### src/rtl/mul_sequencer.sv
// mul_sequencer: multi-cycle radix-2 signed shift-add multiplier controller
// for the EX-stage MUL. It stalls the pipeline while iterating and returns the
// low WIDTH bits of A*B with a one-cycle Done pulse.
module mul_sequencer #(
    parameter int unsigned WIDTH      = 32,
    parameter bit          EARLY_EXIT = 1'b0
) (
    input  logic             Clk,
    input  logic             Reset_n,
    input  logic             Start,
    input  logic             Flush,
    input  logic [WIDTH-1:0] A,
    input  logic [WIDTH-1:0] B,
    output logic             Stall,
    output logic             Busy,
    output logic             Done,
    output logic [WIDTH-1:0] Result
);

    localparam int unsigned CW = (WIDTH > 1) ? $clog2(WIDTH) : 1;

    typedef enum logic [1:0] {
        IDLE = 2'd0,
        CALC = 2'd1,
        FIX  = 2'd2,
        DONE = 2'd3
    } state_t;

    state_t           state;
    logic [WIDTH-1:0] mcand;
    logic [WIDTH-1:0] mplier;
    logic [WIDTH-1:0] acc;
    logic             sign;
    logic [CW-1:0]    cnt;

    logic             accept;
    logic [WIDTH-1:0] a_mag;
    logic [WIDTH-1:0] b_mag;
    logic [WIDTH-1:0] acc_next;
    logic [WIDTH-1:0] mplier_next;
    logic             last_iter;

    // Operand magnitudes, next-iteration datapath values and the stall/busy decode
    always_comb begin
        accept      = Start & ~Flush & ((state == IDLE) | (state == DONE));
        a_mag       = A[WIDTH-1] ? -A : A;
        b_mag       = B[WIDTH-1] ? -B : B;
        acc_next    = mplier[0] ? (acc + mcand) : acc;
        mplier_next = mplier >> 1;
        last_iter   = (cnt == CW'(WIDTH - 1)) | (EARLY_EXIT & (mplier_next == '0));
        Stall       = accept | (state == CALC) | (state == FIX);
        Busy        = (state != IDLE);
    end

    // Sequencer FSM with registered Done/Result; Flush aborts from any state
    always_ff @(posedge Clk or negedge Reset_n) begin
        if (!Reset_n) begin
            state  <= IDLE;
            mcand  <= '0;
            mplier <= '0;
            acc    <= '0;
            sign   <= 1'b0;
            cnt    <= '0;
            Done   <= 1'b0;
            Result <= '0;
        end else if (Flush) begin
            state <= IDLE;
            Done  <= 1'b0;
        end else begin
            case (state)
                IDLE, DONE: begin
                    Done <= 1'b0;
                    if (Start) begin
                        mcand  <= a_mag;
                        mplier <= b_mag;
                        sign   <= A[WIDTH-1] ^ B[WIDTH-1];
                        acc    <= '0;
                        cnt    <= '0;
                        state  <= (EARLY_EXIT && (B == '0)) ? FIX : CALC;
                    end else begin
                        state <= IDLE;
                    end
                end
                CALC: begin
                    acc    <= acc_next;
                    mcand  <= mcand << 1;
                    mplier <= mplier_next;
                    cnt    <= cnt + CW'(1);
                    if (last_iter) begin
                        state <= FIX;
                    end
                end
                FIX: begin
                    Result <= sign ? -acc : acc;
                    Done   <= 1'b1;
                    state  <= DONE;
                end
                default: begin
                    state <= IDLE;
                    Done  <= 1'b0;
                end
            endcase
        end
    end

endmodule

### config.mk
export PLATFORM = sky130hd
export DESIGN_NAME = mul_sequencer
export DESIGN_NICKNAME = d
export VERILOG_FILES = /design/src/rtl/mul_sequencer.sv
export SDC_FILE = /design/constraint.sdc
export NUM_CORES = 1
export LEC_CHECK = 0
export BUFFER_PORTS_ARGS = -buffer_cell sky130_fd_sc_hd__buf_2
export CORE_UTILIZATION = 40
export CTS_CLUSTER_SIZE = 12
export DETAILED_ROUTE_END_ITERATION = 6
export GPL_ROUTABILITY_DRIVEN = 0
export SETUP_SLACK_MARGIN = 0.3
export SLEW_MARGIN = 20
export SYNTH_ARGS = -nofsm -noshare
export SYNTH_HDL_FRONTEND = slang
export SYNTH_SLANG_ARGS = --single-unit
### constraint.sdc
create_clock -name Clk -period 4.2 [get_ports Clk]
set_clock_uncertainty 0.2 [all_clocks]
set_input_delay 0.42 -clock Clk [delete_from_list [all_inputs] [get_ports Clk]]
set_output_delay 0.42 -clock Clk [all_outputs]
set_load 0.02 [all_outputs]
==> metrics, run 1 <==
outcome finished clean; leakage power figure roughly 0.0049 uW; synthesized netlist net count 1211; cell types with the largest area share after synthesis sky130_fd_sc_hd__dfrtp_1 37%, sky130_fd_sc_hd__o21ai_0 8.6%, sky130_fd_sc_hd__xor2_1 8.3%; main flop type after synthesis sky130_fd_sc_hd__dfrtp_1; worst max-slew margin expressed relative to the limit 0.327; PwrDens between 600 and 700 nW/um^2; starting density of the core 0.407; most used standard cells in the synthesized netlist 169 x sky130_fd_sc_hd__nand2_1, 159 x sky130_fd_sc_hd__o21ai_0, 137 x sky130_fd_sc_hd__dfrtp_1; area share of the largest cell type after synthesis 0.372; GRT Util Overall 0.203; post-layout minimum cycle time 3.39 ns; number of nets in the layout 1282; router iterations before antenna repair 4; post-cts gate resize count 0; Crit Path Category reg2reg; synthesized instance count between 1000 and 1500; share of final-layout standard cells stronger than drive strength 1 0.135; number of vias per cell 5.47; Placed Cells incl. Taps roughly 1400; required time worst endpoint 4.30 ns; Clock Root Buffer sky130_fd_sc_hd__clkbuf_16; Antenna diodes 0; vertical die dimension between 150 and 200 um; Std-Cell Rows 55; depth of the most critical reg-to-reg path 9; reg-to-reg critical path endpoint acc[28]; total via count in the routed design 8041; area taken by flip-flops and latches ~3400 um^2; total setup violations reported at the end of the flow 0; peak clock frequency supported by timing 0.295 GHz; first-pass GRT wire length 38.7 mm; Max H-tree Level 4; share of the yosys chip area belonging to registers 0.372; origin of the critical flop-to-flop path acc[9]; class of the tightest hold or removal check in2reg; CP Data Arrival Time around 3.5 ns; core area roughly 23000 um^2; top-level I/O count 103; width of the die 154 um; library cell with the largest summed area after synthesis sky130_fd_sc_hd__dfrtp_1; clock edge transition at the registers on the reported setup and hold paths 0.06 ns; maximum number of pins on one net before global-route repair 107; number of standard cells in the layout, taps in and fillers out 1471; number of buffers inserted during clock tree synthesis 17; mapped cell area roughly 9200 um^2; Hold EP mplier[31]; cell with the most instances after synthesis sky130_fd_sc_hd__nand2_1; Critical Path Start Type register; CTS tree done; placed wire-length estimate after detailed placement 16.9 mm; detailed router's first-iteration violation count 491; flop and latch count out of synthesis about 140; total wire length after detailed routing 23.0 mm; layout overhead on the synthesized area 14.5%; count of cells along the worst hold path 4; maximum vdd drop 0.000278 V; count of filler cells inserted in the layout about 2200; critical hold path startpoint B[30]; number of synthesis warnings 0; total negative setup slack 0 ns; transition at the pin with the smallest max-transition slack just over 1 ns; antenna violations before repair 2; clock latency at the later pin of the worst-skew pair 0.42 ns; EDFF count, synth 0; area used by multi-input combinational logic about 5500 um^2; number of hold violations in the final report 0; number of buffers inserted by port buffering 102; via count of the first global-routing pass 7570; period utilisation layout 0.807; mean instance size in the synthesized netlist about 8.4 um^2; number of nets with antenna violations after detailed routing 0; post-synthesis cell type count 60; type of destination of the critical path register; post-DR wirelength/cell 15.7 um; Clock Tree Buf Depth 2; setup repair after global routing missed its margin no; async set-reset flop share out of synthesis 1.00; FF-to-FF setup slack 0.81 ns; number of pins exceeding their max-slew limit in the final report 0; Total Die Area 23600 um^2; largest driver fanout on the critical path 8; max-cap violations 0; number of sinks driven by the clock tree 137; number of DRC violations after detailed routing 0; aggregate global routing overflow 0
## layer usage
metal  global-route usage  vias up  routed length, um
li1                     -     4111                  -
met3               0.0386       20                960
met4               0.0557        0                258
met1                0.280     3745              11500
met2                0.323      165              10300
met5                    0        -                  0
## worst max-delay path, cell delays in order (launching register included)
cell and delay, ns:
sky130_fd_sc_hd__dfrtp_1 0.46, sky130_fd_sc_hd__ha_1 0.41, sky130_fd_sc_hd__a21oi_1 0.20, sky130_fd_sc_hd__o21ai_0 0.10, sky130_fd_sc_hd__a2111oi_0 0.61, sky130_fd_sc_hd__or3_1 0.22, sky130_fd_sc_hd__a31oi_1 0.19, sky130_fd_sc_hd__a311oi_1 0.54
sky130_fd_sc_hd__mux2i_1 0.23, sky130_fd_sc_hd__nand3_1 0.09
## cells by family (layout without fill, tap and decap cells)
logic type	Yosys count	in the layout	synth area share
adders and majority gates	40	40	0.0551
and+or+nand+nor	363	363	0.184
AOI/OAI and AO/OA	362	362	0.238
buffers and inverters	77	160	0.0314
DFF	137	137	0.372
muxes	12	12	0.0130
xor gates and xnor gates	112	112	0.106
## cell type report
class,count,share of cell area
clock inverters,13,0.0139
flip-flops and latches,137,0.325
multi-input cells,889,0.523
repair buffers,109,0.0557
well taps,285,0.0338
inverters,20,0.00712
clock buffers,18,0.0407
## cells in the final DEF, fill, tap and decap left out, types with 25 or more instances in the layout
cell                      synthesis  layout
sky130_fd_sc_hd__o21ai_0        159     159
sky130_fd_sc_hd__xnor2_1         25      25
sky130_fd_sc_hd__buf_2            0     101
sky130_fd_sc_hd__a21oi_1         78      78
sky130_fd_sc_hd__o31ai_1         28      28
sky130_fd_sc_hd__dfrtp_1        137     136
sky130_fd_sc_hd__nand2_1        169     169
sky130_fd_sc_hd__ha_1            39      38
sky130_fd_sc_hd__nor2_1          74      74
sky130_fd_sc_hd__xor2_1          87      87
## sequential cells by signal, indices dropped and copies added (netlist names)
| name | count |
|---|---|
| Result | 32 |
| cnt | 5 |
| state | 2 |
| mplier | 32 |
| Done | 1 |
| sign | 1 |
| acc | 32 |
| mcand | 32 |
## per-stage QoR
step | instance area [um^2] | worst slack, ns | total power, uW | util | hold slack [ns]
finish | 10500 | 0.812 | 7200 | 0.466 | 0.123
global route | 10500 | 0.539 | 7810 | 0.466 | 0.133
CTS | 10500 | 0.769 | 7250 | 0.465 | 0.110
detailed placement | 9950 | 0.798 | 5740 | 0.439 | 0.265
global placement | 9950 | 0.841 | 5670 | 0.439 | 0.256
floorplan | 9210 | 1.23 | 4800 | - | -0.0756
## report_power, final
part	internal [uW]	switching (uW)	leakage (uW)
clock	877	610	0.000277
sequential	1810	497	0.00179
combinational	1370	2030	0.00286
## worst max path at each step
stage | slack, ns | to | depth (start not counted) | from
floorplan | 1.23 | acc[30] | 10 | acc[9]
finish | 0.81 | acc[28] | 9 | acc[9]
global placement | 0.84 | acc[28] | 9 | acc[9]
global route | 0.54 | acc[28] | 9 | acc[9]
detailed placement | 0.80 | acc[28] | 9 | acc[9]
CTS | 0.77 | acc[28] | 9 | acc[9]
## repair_timing
item                      CTS  global route
hold buffers                1             0
buffers inserted            0             0
hold endpoints to repair   16             0
Power figures use the tool's default switching activity.
==> run 2: changes to the inputs <==
==> constraint.sdc (replaced) <==
create_clock -name Clk -period 3.5 [get_ports Clk]
set_clock_uncertainty 0.2 [all_clocks]
set_input_delay 0.35 -clock Clk [delete_from_list [all_inputs] [get_ports Clk]]
set_output_delay 0.35 -clock Clk [all_outputs]
set_load 0.02 [all_outputs]
==> run 2 against run 1 <==
  * First-iteration DRC count is 11% lower
  * Flip-flop and latch count stayed put
  * Critical path depth is 1 lower
  * Die area stayed put
  * Global-route usage hardly changed
  * Register-to-register slack worse by 0.41 ns
==> metrics, run 2 (synthesis results as in run 1) <==
clock edge transition at the registers on the reported setup and hold paths 0.07 ns; total negative setup slack 0 ns; net switching share of the total power 0.438; width of the die between 150 and 200 um; Critical Path Start Type register; number of DRC violations after detailed routing 0; internal power 4990 uW; most common library cell in the layout ignoring fill and taps sky130_fd_sc_hd__nand2_1; peak clock frequency supported by timing approximately 0.32 GHz; layout overhead on the synthesized area 17.0%; post-layout minimum cycle time 3.10 ns; required time worst endpoint 3.57 ns; GRT Util Overall 0.203; area taken by flip-flops and latches 3430 um^2; number of nets in the layout 1295; setup repair after global routing missed its margin yes; vertical die dimension 154 um; total setup violations reported at the end of the flow 0; leakage power figure 0.00502 uW; detailed router's first-iteration violation count between 400 and 500; max-cap violations 0; total via count in the routed design around 8000; Reg power frac 0.310; aggregate global routing overflow 0; count of cells along the worst hold path 3; Crit Path Category reg2reg; PwrDens about 820 nW/um^2; type of destination of the critical path register; top library cells by usage in the layout, fill and taps aside 169 x sky130_fd_sc_hd__nand2_1, 158 x sky130_fd_sc_hd__o21ai_0, 136 x sky130_fd_sc_hd__dfrtp_1; Clock Root Buffer sky130_fd_sc_hd__clkbuf_16; critical hold path startpoint B[26]; number of sinks driven by the clock tree 137; count of filler cells inserted in the layout between 2000 and 2500; origin of the critical flop-to-flop path acc[5]; outcome finished clean; clock latency at the later pin of the worst-skew pair 0.43 ns; Clock Tree Buf Depth 2; placed wire-length estimate after detailed placement 17.2 mm; router iterations before antenna repair 4; portion of total power attributed to the clock network 0.211; Max H-tree Level 4; worst max-slew margin expressed relative to the limit 0.334; total wire length after detailed routing 23.2 mm; core area 22600 um^2; area used by multi-input combinational logic 5600 um^2; transition at the pin with the smallest max-transition slack 0.999 ns; number of buffers inserted by port buffering 102; CTS tree done; largest driver fanout on the critical path 5; switching power summed over all nets 3880 uW; starting density of the core 0.407; first-pass GRT wire length a little under 40 mm; number of buffers inserted during clock tree synthesis 17; number of vias per cell 5.44; post-DR wirelength/cell 15.6 um; Post-Place Cell Area 10100 um^2; part of the total power dissipated in combinational logic 0.478; share of final-layout standard cells stronger than drive strength 1 0.160; top-level I/O count 103; maximum number of pins on one net before global-route repair 82; origin of the worst setup path acc[5]; number of hold violations in the final report 0; depth of the most critical reg-to-reg path 8; maximum vdd drop 0.000395 V; antenna violations before repair 1; class of the tightest hold or removal check in2reg; number of pins exceeding their max-slew limit in the final report 0; Total Die Area 23600 um^2; CP Data Arrival Time 3.17 ns; Std-Cell Rows 55; via count of the first global-routing pass 7549; number of nets with antenna violations after detailed routing 0; Non-Filler Cell Area, Final 10800 um^2; period utilisation layout 0.885
run 2: cell count changes in the layout (fill, tap and decap cells not counted), moves of 2 or more:
cell,change
sky130_fd_sc_hd__a211oi_1,-2
sky130_fd_sc_hd__a211oi_2,+2
sky130_fd_sc_hd__buf_12,+2
sky130_fd_sc_hd__buf_4,+11
sky130_fd_sc_hd__diode_2,+2
sky130_fd_sc_hd__ha_1,-4
sky130_fd_sc_hd__ha_2,+4
sky130_fd_sc_hd__inv_8,+5
sky130_fd_sc_hd__nor3_1,-2
sky130_fd_sc_hd__nor3_2,+2
run 2: per-layer routing:
| metal | up-vias | global-route usage | share of wire |
|---|---|---|---|
| met3 | 17 | 0.0380 | 0.042 |
| met1 | 3782 | 0.287 | 0.50 |
| met2 | 146 | 0.319 | 0.44 |
| met5 | - | 0 | 0 |
| met4 | 0 | 0.0505 | 0.0099 |
| li1 | 4140 | - | - |
run 2: stage by stage:
stage	setup slack, ns	total power [uW]	instances	util	hold WS (ns)
finish	0.403	8870	1487	0.476	0.0494
global placement	0.294	6880	1450	0.444	0.256
CTS	0.286	8860	1483	0.472	0.0362
floorplan	0.527	5760	1103	-	-0.146
detailed placement	0.220	6940	1450	0.444	0.265
global route	0.255	9610	1485	0.476	0.0552
run 2: timing repair:
action                     CTS  global route
buffers inserted             0             2
pin swaps                    0             2
resized for setup            4            17
hold buffers                 1             0
hold endpoints to repair    79             0
setup endpoints to repair    5            10
run 2: path summary, 6_finish.rpt:
path / to / slack, ns
setup / recovery: Result[29] / 0.40
hold / removal: mplier[26] / 0.05
setup reg to reg: Result[29] / 0.40
hold reg to reg: Result[3] / 0.27
max in group asynchronous: acc[7] / 2.01
min in group asynchronous: Result[26] / 0.33
run 2: cell type report:
cell class	count	area share
repair buffers	122	0.0656
well taps	285	0.0331
clock inverters	15	0.0168
flip-flops and latches	137	0.318
multi-input cells	889	0.520
diodes	2	0.000464
inverters	20	0.00696
clock buffers	17	0.0395
run 2: power groups by stage:
stage,Sequential (uW),Combinational (uW),Clock [uW]
2_1_floorplan,2730,3030,0
3_3_place_gp,2750,4140,0
3_5_place_dp,2760,4180,0
4_1_cts,2740,4210,1910
5_1_grt,2840,4780,1990
6_report,2750,4240,1870
run 2: worst max-delay path, stage by stage (launching register included):
cell and delay [ns]:
sky130_fd_sc_hd__dfrtp_1 0.43, sky130_fd_sc_hd__or4_1 0.61, sky130_fd_sc_hd__or4_4 0.49, sky130_fd_sc_hd__or3b_4 0.43, sky130_fd_sc_hd__nand2b_4 0.17, sky130_fd_sc_hd__nand2b_4 0.17, sky130_fd_sc_hd__o31ai_2 0.22, sky130_fd_sc_hd__xor2_1 0.17
sky130_fd_sc_hd__o21ai_1 0.07
==> run 3: changes to the inputs <==
--- a/config.mk
+++ b/config.mk
@@ -6,7 +6,8 @@
 export NUM_CORES = 1
 export LEC_CHECK = 0
 export BUFFER_PORTS_ARGS = -buffer_cell sky130_fd_sc_hd__buf_2
-export CORE_UTILIZATION = 40
+export CORE_MARGIN = 4
+export CORE_UTILIZATION = 39
 export CTS_CLUSTER_SIZE = 12
 export DETAILED_ROUTE_END_ITERATION = 6
 export GPL_ROUTABILITY_DRIVEN = 0
==> constraint.sdc (replaced) <==
create_clock -name Clk -period 3.1 [get_ports Clk]
set_clock_uncertainty 0.2 [all_clocks]
set_input_delay 0.31 -clock Clk [delete_from_list [all_inputs] [get_ports Clk]]
set_output_delay 0.31 -clock Clk [all_outputs]
set_load 0.02 [all_outputs]
==> run 3 against run 2 <==
  * Register-to-register slack got worse by 0.28 ns
  * Highest routed layer is now met5
  * Core utilization up 3.7 points
  * Wire length rose by 7.6%
  * Fmax is 3.9% higher
  * Clock power increased by 17%
  * Combinational power grew 44%
  * Count of clock-buffer cells in the layout up 1
  * Total power increased by 29%
  * Final area increased by 9.1%
==> metrics, run 3 (synthesis results as in run 1) <==
GRT Util Overall 0.190; starting density of the core 0.402; required time worst endpoint around 3.2 ns; number of sinks driven by the clock tree 137; depth of the most critical reg-to-reg path 9; Crit Path Category reg2reg; via count of the first global-routing pass 8024; core area 22900 um^2; top-level I/O count 103; critical hold path startpoint B[26]; setup repair after global routing missed its margin yes; Total Die Area between 20000 and 30000 um^2; period utilisation layout 0.961; Std-Cell Rows 55; total negative setup slack 0 ns; number of hold violations in the final report 0; max-cap violations 0; origin of the critical flop-to-flop path acc[4]; outcome finished clean; number of buffers inserted by port buffering 102; most common library cell in the layout ignoring fill and taps sky130_fd_sc_hd__nand2_1; area taken by flip-flops and latches about 3400 um^2; vertical die dimension roughly 160 um; count of filler cells inserted in the layout 2165; maximum vdd drop 0.000468 V; count of cells along the worst hold path 3; placed wire-length estimate after detailed placement 18.1 mm; width of the die roughly 160 um; number of nets with antenna violations after detailed routing 0; PwrDens about 970 nW/um^2; post-DR wirelength/cell 15.8 um; number of DRC violations after detailed routing 0; Placed Cells incl. Taps 1526; total wire length after detailed routing 25.0 mm; router iterations before antenna repair 5; number of standard cells in the layout, taps in and fillers out 1580; clock edge transition at the registers on the reported setup and hold paths 0.07 ns; top library cells by usage in the layout, fill and taps aside 167 x sky130_fd_sc_hd__nand2_1, 142 x sky130_fd_sc_hd__o21ai_0, 131 x sky130_fd_sc_hd__dfrtp_1; post-layout minimum cycle time 2.98 ns; worst max-slew margin expressed relative to the limit 0.518; clock latency at the later pin of the worst-skew pair roughly 0.42 ns; peak clock frequency supported by timing 0.336 GHz; layout overhead on the synthesized area 27.7%; largest driver fanout on the critical path 3; leakage power figure between 0.005 and 0.006 uW; number of pins exceeding their max-slew limit in the final report 0; detailed router's first-iteration violation count 544; Clock Root Buffer sky130_fd_sc_hd__clkbuf_16; Clock Tree Buf Depth 2; number of nets in the layout about 1400; worst path cell trace buf_6, or4_4, or4_4, or3b_4, buf_4, buf_6, o41ai_4, xor2_1, o21ai_1; Hold EP mplier[26]; first-pass GRT wire length 41.0 mm; Critical Path Start Type register; slowest stage delay, CP between 0.5 and 0.6 ns; maximum number of pins on one net before global-route repair 105; number of buffers inserted during clock tree synthesis 17; Max H-tree Level 4; CP Data Arrival Time around 3.1 ns; worst-case hold slack around 0.019 ns; type of destination of the critical path register; number of vias per cell between 5 and 6; reg-to-reg critical path endpoint Result[19]; total setup violations reported at the end of the flow 0; slowest library cell on the worst path sky130_fd_sc_hd__or4_4; transition at the pin with the smallest max-transition slack ~0.72 ns; area used by multi-input combinational logic 5980 um^2; class of the tightest hold or removal check in2reg; FF-to-FF setup slack around 0.12 ns; antenna violations before repair 2; share of final-layout standard cells stronger than drive strength 1 0.242; total via count in the routed design ~8500; CTS tree done; aggregate global routing overflow 0
-- run 3: changes by cell type in the layout (fill, tap and decap cells not counted), moves of 3 or more --
cell,delta
sky130_fd_sc_hd__o21ai_0,-16
sky130_fd_sc_hd__o21ai_2,+4
sky130_fd_sc_hd__buf_4,+58
sky130_fd_sc_hd__a21oi_2,+7
sky130_fd_sc_hd__o21ai_1,+11
sky130_fd_sc_hd__a21oi_1,-7
sky130_fd_sc_hd__o31ai_4,+3
sky130_fd_sc_hd__dfrtp_2,+5
sky130_fd_sc_hd__buf_6,+9
sky130_fd_sc_hd__inv_8,-5
sky130_fd_sc_hd__ha_4,+11
sky130_fd_sc_hd__dfrtp_1,-5
sky130_fd_sc_hd__ha_1,-9
-- run 3: layout make-up --
cell class	count	share of cell area
Clock buffer	18	0.0373
Sequential cell	137	0.292
Antenna cell	1	0.000213
Tap cell	313	0.0333
Inverter	20	0.00638
Timing Repair Buffer	189	0.106
Multi-Input combinational cell	889	0.509
Clock inverter	13	0.0163
-- run 3: per-layer routing --
metal,global-route usage,vias to the layer above,part of all wire
met5,0,-,0.0010
met4,0.0504,4,0.013
met3,0.0360,28,0.050
met2,0.299,191,0.45
met1,0.272,3979,0.49
li1,-,4272,-
-- run 3: critical path, delay by kind of cell (launching register included) --
family          cells  cell delay (ns)
compound gates      2             0.30
xor+xnor            1             0.21
buf+inv             3             0.39
flops               1             0.40
simple gates        3             1.35
-- run 3: stage by stage --
step	area (um^2)	util	setup slack, ns	total power (uW)
after global placement	10500	0.460	0.0472	8170
after global routing	11800	0.513	0.0468	12300
after detailed placement	10500	0.460	0.0128	8260
final	11800	0.513	0.120	11400
after CTS	11500	0.502	0.0865	11100
after floorplan	9300	-	0.265	6580
-- run 3: power breakdown --
| part | switching, uW | internal [uW] |
|---|---|---|
| Combinational | 3280 | 2810 |
| Sequential | 676 | 2460 |
| Clock | 817 | 1370 |
| Total | 4780 | 6640 |
-- run 3: timing repair --
item,in CTS,in global routing
hold endpoints to repair,66,0
endpoints found under the setup margin,17,35
hold buffers,1,0
pin swaps,17,25
gates resized for setup,46,49
setup buffers,10,11
-- run 3: worst max path at each step --
stage | startpoint | slack [ns] | cells past startpoint | to
finish | acc[4] | 0.12 | 9 | Result[19]
global placement | mcand[9] | 0.05 | 10 | acc[28]
global route | mcand[0] | 0.05 | 11 | acc[30]
CTS | mcand[0] | 0.09 | 11 | acc[30]
detailed placement | mcand[0] | 0.01 | 11 | acc[30]
floorplan | acc[5] | 0.27 | 8 | Result[29]
